$ cat config.mk
export PLATFORM = sky130hd
export DESIGN_NAME = light_chaser
export DESIGN_NICKNAME = d
export VERILOG_FILES = /design/src/rtl/light_chaser_pkg.sv /design/src/rtl/light_chaser_prescaler.sv /design/src/rtl/light_chaser.sv
export SDC_FILE = /design/constraint.sdc
export NUM_CORES = 1
export LEC_CHECK = 0
export ABC_AREA = 1
export CAP_MARGIN = 0
export CORE_AREA = 2 2 39 41
export CTS_BUF_LIST = sky130_fd_sc_hd__clkbuf_16
export CTS_CLUSTER_SIZE = 28
export DETAILED_ROUTE_END_ITERATION = 16
export DIE_AREA = 0 0 41 43
export PLACE_DENSITY = 0.65
export RECOVER_POWER = 25
export SYNTH_ARGS = -nofsm -noshare
export SYNTH_HDL_FRONTEND = slang
export SYNTH_HIERARCHICAL = 1
export SYNTH_SLANG_ARGS = --single-unit
$ cat constraint.sdc
create_clock -name clk -period 2.98 [get_ports clk]
set_input_delay 0.596 -clock clk [delete_from_list [all_inputs] [get_ports clk]]
set_output_delay 0.596 -clock clk [all_outputs]
set_load 0.03 [all_outputs]
$ cat src/rtl/light_chaser_pkg.sv
// Shared constants and width-generic helpers for the LED chaser.
// Helpers work on a MAX_W-wide vector; callers zero-extend narrower patterns.
package light_chaser_pkg;

  localparam int MAX_W = 64;

  typedef logic [MAX_W-1:0] pat_t;

  localparam pat_t DEFAULT_SEED = pat_t'(1);

  function automatic pat_t width_mask(input int w);
    return {MAX_W{1'b1}} >> (MAX_W - w);
  endfunction

  // Zero and multi-hot both fail: exactly one bit must be set.
  function automatic logic is_onehot(input pat_t p);
    return (p != '0) && ((p & (p - pat_t'(1))) == '0);
  endfunction

  // Circular left shift by one within the low w bits.
  function automatic pat_t rotl1(input pat_t p, input int w);
    return ((p << 1) | (p >> (w - 1))) & width_mask(w);
  endfunction

endpackage

$ cat src/rtl/light_chaser_prescaler.sv
// Step divider: pulses step_tick on the enabled cycle that completes STEP_DIV
// enabled cycles. Count freezes while enable is low.
module light_chaser_prescaler
  import light_chaser_pkg::*;
#(
  parameter int STEP_DIV = 1
) (
  input  logic clk,
  input  logic rst_n,
  input  logic enable,
  output logic step_tick
);

  localparam int CNT_W = (STEP_DIV > 1) ? $clog2(STEP_DIV) : 1;
  localparam logic [CNT_W-1:0] LAST = CNT_W'(STEP_DIV - 1);

  logic [CNT_W-1:0] cnt;
  logic             at_last;

  // With STEP_DIV=1 cnt is stuck at 0, so at_last is constant and tick == enable.
  assign at_last   = (cnt == LAST);
  assign step_tick = enable && at_last;

  always_ff @(posedge clk or negedge rst_n) begin
    if (!rst_n) begin
      cnt <= '0;
    end else if (enable) begin
      cnt <= at_last ? '0 : cnt + CNT_W'(1);
    end
  end

endmodule

$ cat src/rtl/light_chaser.sv
// Single-LED chaser: a one-hot pattern rotates left once per step tick.
// A corrupted (non-one-hot) pattern is replaced by SEED on the next step.
module light_chaser
  import light_chaser_pkg::*;
#(
  parameter int               WIDTH    = 8,
  parameter int               STEP_DIV = 1,
  parameter logic [WIDTH-1:0] SEED     = WIDTH'(DEFAULT_SEED)
) (
  input  logic             clk,
  input  logic             rst_n,
  input  logic             enable,
  output logic [WIDTH-1:0] led_pattern
);

  if (WIDTH < 2 || WIDTH > MAX_W) begin : g_bad_width
    $error("light_chaser: WIDTH out of range");
  end
  if (STEP_DIV < 1) begin : g_bad_div
    $error("light_chaser: STEP_DIV must be >= 1");
  end
  if (!is_onehot(pat_t'(SEED))) begin : g_bad_seed
    $error("light_chaser: SEED must be one-hot");
  end

  logic step_tick;
  pat_t cur_ext;
  pat_t rot_ext;

  light_chaser_prescaler #(.STEP_DIV(STEP_DIV)) u_prescaler (
    .clk       (clk),
    .rst_n     (rst_n),
    .enable    (enable),
    .step_tick (step_tick)
  );

  assign cur_ext = pat_t'(led_pattern);
  assign rot_ext = rotl1(cur_ext, WIDTH);

  always_ff @(posedge clk or negedge rst_n) begin
    if (!rst_n) begin
      led_pattern <= SEED;
    end else if (step_tick) begin
      led_pattern <= is_onehot(cur_ext) ? WIDTH'(rot_ext) : SEED;
    end
  end

endmodule

==> metrics, run 1 <==
Req. time, crit path about 2.4 ns; CP top delay family buffers and inverters; largest net degree at the start of global routing 10; Clk Latency, worst-skew pair ~0.24 ns; synthesized area per cell between 6 and 7 µm²; mapped cell area between 400 and 500 µm²; net count after synthesis around 80; flop2flop setup slack approximately 1.7 ns; Yosys reg bits 8; Final #Nets 92; Max-slew headroom around 75%; GR Overflow Total 0; # port buffers 10; critical path buffer and inverter count 1; crit path cell chain clkdlybuf4s50_1; Setup CP Type register to output port; GRT Total Usage between 10% and 20%; Worst Path Max Fanout 5; Placer Congestion slightly below 0.8; share of layout cells above drive strength 1 about 17%; Netlist cell types 15; number of global-route vias before repair around 370; most area-hungry cell type in the Yosys netlist dfrtp_1; Die X 41 µm; cts hold-fix bufs 0; Fin Setup TNS 0 ns; FILL cells 147; Mapped Cells 76; Hold Crit Endpoint led_pattern[0]$_DFFE_PN1P_; clock transition at the registers of the reported paths 0.04 ns; RSZ-0062 raised after global routing false; final setup fails 0; DR vias between 400 and 500; arrival time worst endpoint roughly 1.5 ns; fin crit period 2.08 ns; post-CTS setup buffer count 0; Initial Util a little over a third; PwrDens about 1200 nW/µm²; number of buffers created by CTS 3; Worst Reg-to-Reg Cells 7; max FFs per register 8; final hold violation count 0; TritonCTS clock tree done; Die Height 43 µm; First DRT Iteration DRCs 18; H-tree levels 1; status finished clean; WHS around 0.54 ns; Critical R2R Launch led_pattern[4]$_DFFE_PN0P_; DRC Markers 0; final cell count without fillers around 100; Final ANT Viol Nets 0; placed insts 100; Vias/cell between 4 and 5; ANT cells 0; Max VDD drop 0.000722 V; min-delay src led_pattern[0]$_DFFE_PN1P_; fin area between 600 and 700 µm²; clock skew approximately 0.0028 ns; post-synth top area share roughly 36%; Util after Layout roughly half; drt total wl 992 µm; CP max stage cell clkdlybuf4s50_1; Max Slew Vio Count 0; Max Cap Violations 0; row cnt 14; die area ~1800 µm²; Critical Path Sink Type output port; Worst Hold Depth 2; min-delay worst type register to register; initial antenna violation count 0; Routed WL per cell 9.54 µm; detailed placement HPWL ~700 µm; dominant cells by area after synthesis dfrtp_1, nand2_1, dfstp_2; clock root buffer clkbuf_16; Yosys Warn Count 6; Reg-to-Reg End led_pattern[2]$_DFFE_PN0P_; crit start category register; core region area around 1400 µm²; Final period util between 60 and 70%; Crit path largest cell delay between 0.6 and 0.7 ns; register area share after synthesis approximately 41%; most flop-heavy register led_pattern; post-CTS sizing 0; DP Area around 600 µm²; Tightest Pin Transition between 0.3 and 0.4 ns; Peak Freq between 0.4 and 0.5 GHz; Max Root-Sink Buffers 2; area grow syn2layout 38.1%; I/O Pins 11; Regs by FF count led_pattern: 8 flops; DR pass1 iterations 4; first-pass GRT wire length roughly 1500 µm; CTS Sinks 8; static leakage 0.393 nW
-- synthesized netlist by cell type --
| cell type | instances |
|---|---|
| inv_2 | 6 |
| dfstp_2 | 1 |
| nand3_2 | 1 |
| inv_1 | 6 |
| nor2_4 | 2 |
| dfrtp_1 | 7 |
| buf_4 | 1 |
| nand3_1 | 1 |
| o21ai_0 | 1 |
| nand2_1 | 40 |
| clkbuf_1 | 1 |
| nor2_2 | 2 |
| or2_1 | 1 |
| nor2_1 | 5 |
| a21oi_1 | 1 |
-- logic make-up after synthesis --
group	count (synthesis)	synth area share, %
buffers and inverters	14	11.4
DFF	8	40.9
AOI/OAI and AO/OA	2	2.03
and+or+nand+nor	52	45.7
-- through the flow --
stage	total power, W	worst slack [ns]
after detailed placement	0.000597	1.15
after floorplan	0.000478	1.67
after global routing	0.000886	0.872
final	0.000825	0.901
after global placement	0.000593	1.14
after CTS	0.000834	0.890
-- final cells by class --
type                       count  area (µm²)  area share (%)
multi-input combinational     54         235            34.6
sequential                     8         201            29.6
timing repair buffer          10         100            14.7
clock buffer                   3        75.1            11.0
inverter                      12        45.0            6.62
tap                           16        20.0            2.94
clock inverter                 1        3.75           0.551
-- placed cells by master, fill, tap and decap left out --
cell / Yosys / final
nand3_2: 1 / 1
nor2_4: 2 / 2
nor2_2: 2 / 2
dfrtp_1: 7 / 7
nand2_1: 40 / 40
dlygate4sd3_1: 0 / 1
clkbuf_16: 0 / 3
nor2_1: 5 / 5
clkdlybuf4s50_1: 0 / 9
inv_2: 6 / 6
or2_1: 1 / 1
inv_1: 6 / 7
o21ai_0: 1 / 1
nand3_1: 1 / 1
a21oi_1: 1 / 1
dfstp_2: 1 / 1
-- worst max path at each step --
stage                               startpoint                    endpoint  cells past startpoint
floorplan                               enable  led_pattern[0]$_DFFE_PN1P_                      5
global placement    led_pattern[0]$_DFFE_PN1P_              led_pattern[0]                      1
detailed placement  led_pattern[0]$_DFFE_PN1P_              led_pattern[0]                      1
CTS                 led_pattern[0]$_DFFE_PN1P_              led_pattern[0]                      1
global route        led_pattern[0]$_DFFE_PN1P_              led_pattern[0]                      1
finish              led_pattern[0]$_DFFE_PN1P_              led_pattern[0]                      1
-- routing by layer --
metal  up-vias  wire length, µm  share of wire (%)  GRT usage (%)
met1       215              465                 47           18.1
met5         -                0                  0              0
met3         3               42                4.2           4.71
met2        11              460                 46           17.5
met4         0               24                2.4           12.0
li1        245                -                  -              -
-- power by group --
part | total (W) | switching [W] | internal (W)
clock network | 0.000233 | 0.0000574 | 0.000175
registers | 0.000201 | 0.0000516 | 0.000149
logic | 0.000391 | 0.000242 | 0.000149
No activity file was read; power rests on OpenSTA's default activity.
==> run 2: changes to the inputs <==
Settings changed: PLACE_DENSITY 0.65 to 0.67.
Clock period 2.98 ns to 1.8 ns, I/O delays scaled along.
==> metrics, run 2 (synthesis gave the netlist of run 1 again) <==
status finished clean; drt total wl roughly 1100 µm; H-tree levels 1; most frequent cells in the layout nand2_1, clkdlybuf4s50_1, inv_1, dfrtp_1, inv_2; detailed placement HPWL ~700 µm; most flop-heavy register led_pattern; arrival time worst endpoint between 1 and 1.5 ns; PwrDens roughly 2000 nW/µm²; Tot Pwr about 0.0014 W; First DRT Iteration DRCs 8; WHS around 0.49 ns; most common cell after layout, fill and taps aside nand2_1; Critical R2R Launch led_pattern[4]$_DFFE_PN0P_; Die Height around 43 µm; max FFs per register 8; CP max stage cell clkdlybuf4s50_1; Worst Reg-to-Reg Cells 7; Peak Freq between 0.5 and 0.6 GHz; first-pass GRT wire length roughly 1800 µm; DR pass1 iterations 4; Fin Setup TNS 0 ns; area grow syn2layout 39.3%; min-delay worst type primary input to asynchronous set/reset pin; number of global-route vias before repair 430; final setup fails 0; Placer Congestion roughly 0.75; worst setup margin 0.0577 ns; largest net degree at the start of global routing 9; Setup CP Type register to output port; Regs by FF count led_pattern: 8 flops; share of layout cells above drive strength 1 about 18%; Final ANT Viol Nets 0; Pint slightly below 0.0008 W; Max Slew Vio Count 0; CP top delay family buffers and inverters; Logic pwr share approximately 48%; clock skew between 0.002 and 0.0025 ns; crit start category register; clock share of power between 20 and 30%; # port buffers 10; cts hold-fix bufs 0; GRT Total Usage approximately 16%; Clk Latency, worst-skew pair about 0.24 ns; initial antenna violation count 0; final hold violation count 0; FILL cells approximately 140; NetSw roughly 0.00059 W; WP depth 1; fin area around 690 µm²; DP Area around 610 µm²; CTS Sinks 8; RSZ-0062 raised after global routing false; I/O Pins 11; static leakage around 0.4 nW; Reg-to-Reg End led_pattern[1]$_DFFE_PN0P_; Routed WL per cell 10.3 µm; Critical Path Sink Type output port; Switching Share 43.3%; die area around 1800 µm²; Reg power frac about a quarter; Die X a little over 40 µm; row cnt 14; Final period util 96.8%; flop2flop setup slack 0.51 ns; fin crit period 1.74 ns; number of buffers created by CTS 3; GR Overflow Total 0; DP Worst Slack 0.195 ns; Worst Path Max Fanout 5; Crit path largest cell delay roughly 0.71 ns; TritonCTS clock tree done; Req. time, crit path around 1.4 ns; Max Cap Violations 0; Max VDD drop about 0.0008 V; Max-slew headroom around 73%; critical path buffer and inverter count 1; DRC Markers 0; Initial Util 35.6%; DR vias between 400 and 500; core region area between 1000 and 1500 µm²; crit path cell chain clkdlybuf4s50_1; ANT cells 0; clock transition at the registers of the reported paths around 0.040 ns; Final #Nets slightly above 90; Vias/cell between 4 and 5; Tightest Pin Transition about 0.41 ns; Max Root-Sink Buffers 2; clock root buffer clkbuf_16
## run 2: cell count changes in the layout (fill, tap and decap cells not counted), sizes merged
cell / before / now
clkdlybuf4s50: 9 / 8
buf: 0 / 1
dlygate4sd2: 0 / 1
## run 2: power by group through the flow
stage          combinational [W]  clock [W]  sequential, W
3_5_place_dp            0.000657          0       0.000331
5_1_grt                 0.000720   0.000409       0.000343
3_3_place_gp            0.000654          0       0.000329
2_1_floorplan           0.000356          0       0.000435
4_1_cts                 0.000665   0.000390       0.000330
6_report                0.000659   0.000384       0.000328
## run 2: worst reg2reg max path, stage by stage (launching register included)
cell	delay, ns
dfrtp_1	0.42
nor2_2	0.17
nand2_1	0.07
nand2_1	0.08
nand3_2	0.09
nor2_4	0.23
nand2_1	0.09
nand2_1	0.06
## run 2: stage by stage
stage               util (%)  instances
floorplan                  -         76
global placement        44.0        101
detailed placement      44.0        101
CTS                     49.6        105
global route            49.6        105
finish                  49.6        105
## run 2: area by class of cell
| cell class | instances | area (µm²) | area share [%] |
|---|---|---|---|
| Clock buffer | 3 | 75.1 | 10.9 |
| Inverter | 12 | 45.0 | 6.56 |
| Multi-Input combinational cell | 54 | 235 | 34.2 |
| Tap cell | 16 | 20.0 | 2.91 |
| Clock inverter | 1 | 3.75 | 0.546 |
| Sequential cell | 8 | 201 | 29.3 |
| Timing Repair Buffer | 11 | 106 | 15.5 |
## run 2: what timing repair did
| item | in CTS | in global routing |
|---|---|---|
| endpoints found under the setup margin | 1 | 0 |
| setup buffers | 0 | 0 |
| gates resized for setup | 1 | 0 |
## run 2: how the worst max path moves through the flow
stage / startpoint / endpoint / slack (ns)
after floorplan: led_pattern[4]$_DFFE_PN0P_ / led_pattern[1]$_DFFE_PN0P_ / 0.55
after global placement: led_pattern[0]$_DFFE_PN1P_ / led_pattern[0] / 0.21
after global routing: led_pattern[1]$_DFFE_PN0P_ / led_pattern[1] / 0.02
final: led_pattern[1]$_DFFE_PN0P_ / led_pattern[1] / 0.06
after detailed placement: led_pattern[0]$_DFFE_PN1P_ / led_pattern[0] / 0.19
after CTS: led_pattern[1]$_DFFE_PN0P_ / led_pattern[1] / 0.06
## run 2: layer usage
| metal | up-vias | global-route usage (%) | wire length, µm |
|---|---|---|---|
| met2 | 8 | 22.5 | 544 |
| met3 | 5 | 4.71 | 35 |
| met1 | 220 | 19.9 | 464 |
| met5 | - | 0 | 0 |
| li1 | 245 | - | - |
| met4 | 0 | 12.0 | 41 |
